## config.mk

```make
export PLATFORM = sky130hd
export DESIGN_NAME = mod1_seq_detector
export DESIGN_NICKNAME = d
export VERILOG_FILES = /design/src/rtl/mod1_seq_detector.sv
export SDC_FILE = /design/constraint.sdc
export NUM_CORES = 1
export LEC_CHECK = 0
export BUFFER_PORTS_ARGS = -buffer_cell sky130_fd_sc_hd__buf_2
export CAP_MARGIN = 20
export CORE_AREA = 2 2 39 41
export CTS_BUF_LIST = sky130_fd_sc_hd__clkbuf_8
export CTS_CLUSTER_SIZE = 40
export DETAILED_ROUTE_END_ITERATION = 7
export DIE_AREA = 0 0 41 43
export SETUP_SLACK_MARGIN = 0.15
export SLEW_MARGIN = 20
export SYNTH_ARGS = -nofsm -noshare
export SYNTH_HDL_FRONTEND = slang
export SYNTH_SLANG_ARGS = --single-unit
```

## constraint.sdc

```tcl
create_clock -name clock -period 0.95 [get_ports clock]
set_input_delay 0.095 -clock clock [delete_from_list [all_inputs] [get_ports clock]]
set_output_delay 0.095 -clock clock [all_outputs]
set_load 0.05 [all_outputs]
```

## src/rtl/mod1_seq_detector.sv

```systemverilog
// -----------------------------------------------------------------------------
// mod1_seq_detector
//
// Serial bit-sequence detector. The block samples one bit of x on every rising
// clock edge and raises z for one cycle when the last PAT_LEN samples equal
// PATTERN. Overlapping matches count, so a periodic pattern gives consecutive
// z pulses.
//
// The detector is a generic shift/compare:
//   - hist holds the previous PAT_LEN-1 samples.
//   - The current bit x is appended to hist to form the comparison window.
//   - fill counts valid samples since reset and saturates at PAT_LEN-1.
//     Because of fill, the zero-filled history left by reset can never fake a
//     match, even when PATTERN is all zeros.
//
// Parameters:
//   PAT_LEN   pattern length in bits, legal range 2..16
//   PATTERN   target sequence; MSB is the oldest bit, LSB the newest
//
// Ports:
//   clock      in   1   single clock; all logic is on its rising edge
//   reset      in   1   synchronous, active-high; clears all state
//   x          in   1   serial data bit, sampled on every rising edge
//   z          out  1   registered match pulse, with no comb path from x
//   match_cnt  out  8   saturating match count (present only with the
//                       optional feature below)
//
// Optional feature (compile-time macro):
//   MOD1_MATCH_CNT_EN  adds match_cnt[7:0]. It increments on every edge that
//                      sets z to 1, saturates at 255 and is cleared by reset.
//                      z behaves the same whether or not the macro is defined.
// -----------------------------------------------------------------------------
module mod1_seq_detector #(
  parameter int unsigned          PAT_LEN = 4,
  parameter logic [PAT_LEN-1:0]   PATTERN = 4'b1100
) (
  input  logic       clock,
  input  logic       reset,
  input  logic       x,
  output logic       z
`ifdef MOD1_MATCH_CNT_EN
  ,
  output logic [7:0] match_cnt
`endif
);

  // fill runs from 0 to PAT_LEN-1, so $clog2(PAT_LEN) bits are enough.
  localparam int unsigned          FILL_W   = $clog2(PAT_LEN);
  localparam logic [FILL_W-1:0]    FILL_MAX = FILL_W'(PAT_LEN - 1);

  // ---------------------------------------------------------------------------
  // State
  // ---------------------------------------------------------------------------
  logic [PAT_LEN-2:0] hist_q, hist_d;
  logic [FILL_W-1:0]  fill_q, fill_d;
  logic               z_q,    z_d;

  // Comparison window: the stored history plus the bit sampled on this edge.
  logic [PAT_LEN-1:0] win;
  logic               full;
  logic               hit;

  // ---------------------------------------------------------------------------
  // Next-state logic
  // ---------------------------------------------------------------------------
  always_comb begin
    // NOTE: every signal gets a value before any conditional logic. A path
    // that left one unassigned would infer a latch.
    win    = {hist_q, x};
    full   = (fill_q == FILL_MAX);
    hit    = full && (win == PATTERN);

    // A match does not clear the history, which is how overlapping matches work.
    hist_d = win[PAT_LEN-2:0];
    fill_d = full ? fill_q : fill_q + FILL_W'(1);
    z_d    = hit;
  end

  // ---------------------------------------------------------------------------
  // State register. Reset takes priority over a match pending in the same cycle.
  // ---------------------------------------------------------------------------
  always_ff @(posedge clock) begin
    if (reset) begin
      // NOTE: sequential state uses non-blocking assignments. All flops then
      // update from the values that existed before the edge, and simulation
      // gives the same result as the synthesised registers.
      hist_q <= '0;
      fill_q <= '0;
      z_q    <= 1'b0;
    end else begin
      hist_q <= hist_d;
      fill_q <= fill_d;
      z_q    <= z_d;
    end
  end

  assign z = z_q;

`ifdef MOD1_MATCH_CNT_EN
  // ---------------------------------------------------------------------------
  // Saturating match counter. It counts the same condition that loads z with 1.
  // ---------------------------------------------------------------------------
  logic [7:0] cnt_q, cnt_d;

  always_comb begin
    cnt_d = cnt_q;
    if (hit && (cnt_q != 8'hFF)) begin
      cnt_d = cnt_q + 8'd1;
    end
  end

  always_ff @(posedge clock) begin
    if (reset) begin
      cnt_q <= 8'd0;
    end else begin
      cnt_q <= cnt_d;
    end
  end

  assign match_cnt = cnt_q;
`endif

endmodule

```

* Yosys cells after proc, flatten, opt, wreduce, memory -nomap -nowiden *
Index checks and enable logic that the tools add are counted.

storage, ports and cells
  register bits = 6
  bits of input ports = 3
  logic and storage cells = 7

cells by class
  add/sub/neg operators = 1
  equality and inequality tests = 2
  reduce and logical (&&, ||, !) cells = 1

operators by type and width
  operator                                     number
  == test 4 bit, second input constant         1
  adder 2 x 1 -> 2 bit, second input constant  1
  == test 2 bit, second input constant         1
  logical AND 1 bit                            1

* Longest topological paths before layout *
Gate-level depths: netlist (run 1).

  word-level depth = 2
  mapped depth = 3

* Least setup slack after synthesis (run 1) *
Ideal clock, no wire load.

  path kind = reg-to-reg
  start point = register fill_q[0]
  end point = register z_q (netlist: z)
  arrival = 818 ps
  required time = 863 ps
  slack = 44 ps
  stages on the path, launching flop included = 4
  buffers on the path = 0
  cell sequence = dfxtp_1 ha_1 nand2_1 nor4b_2

between the ends
  longest elaborated chain between the ends = 2

ends and longest elaborated chain
  what                      RTL line  RTL
  start: declaration        55        logic [FILL_W-1:0] fill_q, fill_d;
  start signal: assignment  92        fill_q <= fill_d;
  == test 2 bit             70        full = (fill_q == FILL_MAX);
  logical AND 1 bit         71        hit = full && (win == PATTERN);
  end signal: assignment    93        z_q <= z_d;
  end: declaration          56        logic z_q, z_d;

Every way passes these cells.
A chain may end at the register's enable or synchronous reset.

* Worst setup path after layout (run 1) *
  start point = register fill_q[0]
  end point = register fill_q[1]

between the ends
  longest elaborated chain between the ends = 1

ends and longest elaborated chain
  what                                                   RTL line
  adder 2 x 1 -> 2 bit or == test 2 bit (tied branches)  75, 70

Parallel ways exist; a longest one is shown, timed or not.

==> summary.txt, run 1 <==
Status
  • Status: finished, final reports clean

Synth
  • Mapped Area: 199 µm²
  • Synth top area cells: dfxtp_1, nor4b_2, ha_1
  • Synth Area per Inst: 12.4 µm²
  • Total of warnings raised by yosys: 0
  • Area leader, netlist: dfxtp_1
  • Mapped Cells: 16
  • Seq/Total Area, Yosys: 60.4%
  • FF+latch count, synth: 6
  • Syn Nets: 20
  • Post-synthesis cell type count: 9
  • Synth top area share: 60.4%

Worst setup path
  • R2r setup slk: 110 ps
  • R2R depth: 3
  • RR Endpoint: fill_q[1]$_SDFFE_PP0P_
  • Type of the worst setup path: reg -> reg
  • Startpoint types: register
  • Worst r2r src: fill_q[0]$_SDFFE_PP0P_
  • Crit-path max FO: 2
  • Req. time, crit path: 1050 ps
  • Crit. End Element: register
  • Worst Path Arrival: 940 ps

STA
  • Final setup fails: 0
  • Clk_skew: 2.84 ps
  • Setup_tns: 0 ps
  • Fmax achieved: between 1000 and 1500 MHz
  • Slew Viols, Final: 0
  • Final hold vios: 0
  • Tcrit/Tclk final: 88.1%
  • RSZ-0062 raised after global routing: true
  • Fin crit period: 837 ps
  • Worst-Margin Slew: 174 ps
  • Relative slew slack: between 80% and 90%

Clock network
  • Clk root buf: clkbuf_8
  • Cts hold-fix bufs: 0
  • H-tree level count: 1
  • CTS tree: yes
  • Clk sinks: 6
  • Worst-skew pair later-pin latency: around 220 ps
  • Clock Path Buffers: 2
  • Total CTS buffers: 3
  • Clock-pin transition on the worst setup and hold timing paths: 40 ps

Global route
  • Largest net degree at the start of global routing: 6
  • Antenna violations before repair: 0
  • Global-route wire length before repair: 462 µm
  • GRT Total Usage: between 4 and 5%
  • GR Overflow Total: 0
  • Vias in the first global route: 121

Layout
  • Area Overhead vs Synth: 56.0%
  • Share of cells above drive strength 1: between 60% and 70%
  • Final nets: 29
  • # diodes: 0

Worst hold path
  • Hold Path Cell Cnt: 2
  • Hold Crit Class: in -> reg
  • Min-Delay Startpoint: x
  • Min-Delay Endpoint: z$_SDFF_PP0_

Detailed routing
  • Drt first pass iters: 2
  • Routed wire length: ~280 µm
  • DRC: 0
  • Via Count: approximately 120
  • ANT nets after route: 0
  • First DRT Iteration DRCs: 1
  • Via density per instance: ~3.1
  • Routed WL per cell: ~7.2 µm

Power
  • Peak supply drop: ~660 µV
  • Design Power: between 700 and 800 µW
  • Leakage: between 0.0001 and 0.00015 µW
  • Pwr per Cell Area: 2430 nW/µm²

Placed design
  • GPL Wtd Cong: 0.572
  • Post-DP HPWL: around 200 µm
  • PortBufs: 3

Floorplan
  • Core Area: ~1400 µm²
  • IO Count: 4
  • Die X: 41 µm
  • Initial core utilization: 14.4%
  • Die height: 43 µm
  • Die area: 1760 µm²
  • Row cnt: 14

Run
  • Max-cap check violation count: 0
-- flip-flops by register name, indices dropped and copies added (netlist names) --
register,count
hist_q,3
z,1
fill_q,2
-- power by group --
group	total [µW]	internal, µW	switching (µW)	leakage, µW
combinational	78.2	48.8	29.4	0.0000487
sequential	305	284	21.0	0.0000508
clock	372	271	100	0.0000216
total	755	604	151	0.000121
-- worst max-delay path, stage by stage, from the launching register on --
cell     delay [ps]
dfxtp_4         340
ha_4            220
mux2i_1         110
nor2_1           50
-- cells by family (layout without fill, tap and decap cells) --
kind of cell	after synthesis	in the layout	synth area share, %
XOR/XNOR	1	1	4.40
adder cells (fa/ha/maj)	1	1	6.29
buffers and inverters	0	7	0
flip-flops	6	6	60.4
multiplexers	1	1	5.03
AND/OR/NAND/NOR	7	7	23.9
-- metrics by stage --
stage / util, % / setup slack (ps) / cells / hold WS [ps] / instance area [µm²]
after detailed placement: 18.2 / 117 / 35 / 285 / 251
final: 22.4 / 113 / 39 / 50.4 / 310
after floorplan: - / 149 / 16 / 160 / 216
after global routing: 22.4 / 50.5 / 39 / 47.9 / 310
after global placement: 18.2 / 117 / 35 / 285 / 251
after CTS: 21.3 / 111 / 38 / 53.2 / 295
-- per-layer routing --
| layer | routed length, µm | global-route usage, % | up-vias |
|---|---|---|---|
| met3 | 17 | 1.57 | 0 |
| met5 | 0 | 0 | - |
| met2 | 117 | 4.06 | 4 |
| met1 | 146 | 5.84 | 51 |
| li1 | - | - | 66 |
| met4 | 0 | 8.00 | 0 |
-- worst max path at each step --
stage | start | to | slack (ps) | depth (start not counted)
after floorplan | fill_q[1]$_SDFFE_PP0P_ | fill_q[1]$_SDFFE_PP0P_ | 150 | 3
after global placement | fill_q[0]$_SDFFE_PP0P_ | z$_SDFF_PP0_ | 120 | 3
after detailed placement | fill_q[0]$_SDFFE_PP0P_ | fill_q[1]$_SDFFE_PP0P_ | 120 | 3
after CTS | fill_q[0]$_SDFFE_PP0P_ | fill_q[1]$_SDFFE_PP0P_ | 110 | 3
after global routing | fill_q[0]$_SDFFE_PP0P_ | fill_q[1]$_SDFFE_PP0P_ | 50 | 3
final | fill_q[0]$_SDFFE_PP0P_ | fill_q[1]$_SDFFE_PP0P_ | 110 | 3
-- cell type report --
cell class | instances | area (µm²)
multi-input cells | 10 | 93.8
flip-flops and latches | 6 | 126
clock buffers | 3 | 41.3
fillers | 150 | 1070
repair buffers | 4 | 28.8
well taps | 16 | 20.0
-- cell usage after synthesis --
cell type	instances
nor2b_1	2
nor4b_2	1
ha_1	1
nand2_1	1
nor2_1	2
dfxtp_1	6
xor2_1	1
nor2b_2	1
mux2i_1	1
-- repair_timing --
item                                   CTS  global route
endpoints found under the hold margin    0             0
setup endpoints to repair                3             4
pin swaps                                0             1
setup buffers                            0             1
gates resized for setup                  1             3
-- placed cells by master, fill, tap and decap left out --
cell type  count
xor2_1         1
mux2i_1        1
buf_4          1
ha_4           1
nor2b_1        2
nor2_1         2
nor2b_2        1
nor4b_2        1
dfxtp_4        1
buf_6          1
buf_2          2
dfxtp_2        2
nand2_2        1
clkbuf_8       3
dfxtp_1        3
(Power assumes the default switching activity.)
==> inputs of run 2 (changes only) <==
--- a/config.mk
+++ b/config.mk
@@ -12,7 +12,6 @@
 export CTS_CLUSTER_SIZE = 40
 export DETAILED_ROUTE_END_ITERATION = 7
 export DIE_AREA = 0 0 41 43
-export SETUP_SLACK_MARGIN = 0.15
 export SLEW_MARGIN = 20
 export SYNTH_ARGS = -nofsm -noshare
 export SYNTH_HDL_FRONTEND = slang
==> summary.txt, run 2 (synthesis gave the netlist of run 1 again) <==
Clock network
  • Total CTS buffers: 3
  • Clk sinks: 6
  • Cts hold-fix bufs: 0
  • Clk root buf: clkbuf_8
  • CTS tree: yes
  • Worst-skew pair later-pin latency: 220 ps
  • H-tree level count: 1
  • Clock-pin transition on the worst setup and hold timing paths: 40 ps
  • Post-CTS Setup Inserts: 0
  • Clock Path Buffers: 2

Worst hold path
  • Hold Crit Class: in -> reg

STA
  • Final setup fails: 0
  • Clk_skew: 3.59 ps
  • Setup_tns: 0 ps
  • Fmax achieved: 1160 MHz
  • Slew Viols, Final: 0
  • RSZ-0062 raised after global routing: false
  • Fin crit period: 859 ps
  • Final hold vios: 0
  • Relative slew slack: around 83%
  • Tcrit/Tclk final: 90.4%
  • Worst-Margin Slew: 251 ps

Floorplan
  • Die area: around 1800 µm²
  • Die height: approximately 43 µm
  • Initial core utilization: 14.4%
  • Die X: about 41 µm
  • Row cnt: 14
  • Core Area: 1380 µm²
  • IO Count: 4

Global route
  • Met3 Use GR: 6.81%
  • Met2 usage: 5.94%
  • GRT Total Usage: 5.44%
  • Largest net degree at the start of global routing: 6
  • GR Overflow Total: 0
  • Global-route wire length before repair: about 550 µm
  • Grt peak-use layer: met3
  • Antenna violations before repair: 0
  • Vias in the first global route: 145
  • Routing usage on met1: 5.19%

Placed design
  • Post-DP HPWL: between 200 and 250 µm
  • Placed Instances: 36
  • GPL Wtd Cong: 0.559
  • PortBufs: 3

Power
  • Seq pwr share: between 40% and 50%
  • Net Sw Power: ~150 µW
  • Clock Power Share: 49.6%
  • Net Sw Frac: 20.3%
  • Peak supply drop: between 1000 and 1500 µV
  • Pwr per Cell Area: around 2500 nW/µm²
  • Internal power: 602 µW
  • Leakage: 0.000119 µW
  • Combinational share of power: between 10% and 20%

Layout
  • Biggest register: hist_q
  • Most frequent cells in the layout: dfxtp_1, clkbuf_8, buf_2
  • Core Util, Final: 21.5%
  • Filler cells: 150
  • # diodes: 0
  • Share of cells above drive strength 1: 52.2%
  • Final nets: 29
  • Area Overhead vs Synth: 49.7%
  • Layout Cells excl Fill: 39
  • Max reg flops: 3
  • Commonest non-fill, non-tap cell in the layout: dfxtp_1

Worst setup path
  • Cells along the critical path: buf_2
  • Buf/Inv on CP: 1
  • CP max stage cell: dfxtp_1
  • Worst Path Arrival: roughly 760 ps
  • Crit. End Element: output port
  • Req. time, crit path: 850 ps
  • Type of the worst setup path: reg -> out
  • Startpoint types: register
  • Family with the most delay on the worst path: flip-flops
  • Crit-path max FO: 1
  • Max incr delay on CP: 290 ps

Run
  • Max-cap check violation count: 0

Detailed routing
  • Routed WL per cell: 7.62 µm
  • First DRT Iteration DRCs: 0
  • Via density per instance: 3.26
  • Via Count: 127
  • Routed wire length: 297 µm
  • ANT nets after route: 0
  • Drt first pass iters: 1
  • DRC: 0

Status
  • Status: finished, final reports clean
-- run 2: worst register-to-register path, stage by stage (launching register included) --
cell and delay, ps:
dfxtp_2 340, ha_4 150, nand2_1 60, nor4b_2 220
-- run 2: metal layers --
layer  vias up  routed length [µm]
li1         68                   -
met1        55                 150
met2         4                 120
met3         0                  26
met4         0                   0
met5         -                   0
-- run 2: path summary, 6_finish.rpt --
check | start | endpoint | slack, ps | cells after the start
max reg2reg | fill_q[1]$_SDFFE_PP0P_ | z$_SDFF_PP0_ | 100 | 3
max | z$_SDFF_PP0_ | z | 90 | 1
min | x | z$_SDFF_PP0_ | 60 | 2
min reg2reg | hist_q[0]$_SDFF_PP0_ | z$_SDFF_PP0_ | 410 | 1
-- run 2: power by group through the flow --
stage	Clock, µW	Combinational [µW]	Sequential [µW]
finish	375	76.8	304
floorplan	0	44.7	293
detailed placement	0	69.9	294
CTS	386	71.5	291
global route	416	99.0	307
global placement	0	66.8	293
-- run 2: cell type report --
| class | instances | area, µm² | area share, % |
|---|---|---|---|
| Clock buffer | 3 | 41.3 | 13.9 |
| Multi-Input combinational cell | 10 | 91.3 | 30.7 |
| Tap cell | 16 | 20.0 | 6.72 |
| Timing Repair Buffer | 4 | 22.5 | 7.56 |
| Sequential cell | 6 | 123 | 41.2 |
-- run 2: per-stage QoR --
| stage | cell area, µm² | power [µW] | hold WS, ps | setup WS (ps) |
|---|---|---|---|---|
| final | 298 | 755 | 62.3 | 91.2 |
| after global routing | 298 | 822 | 56.3 | 27.1 |
| after CTS | 285 | 749 | 58.6 | 2.85 |
| after detailed placement | 241 | 364 | 291 | -2.98 |
| after global placement | 241 | 360 | 286 | 1.01 |
| after floorplan | 199 | 337 | 165 | 44.3 |
-- run 2: what timing repair did --
action / CTS / global route
pin swaps: 0 / 1
setup endpoints to repair: 1 / 2
gates resized for setup: 1 / 3
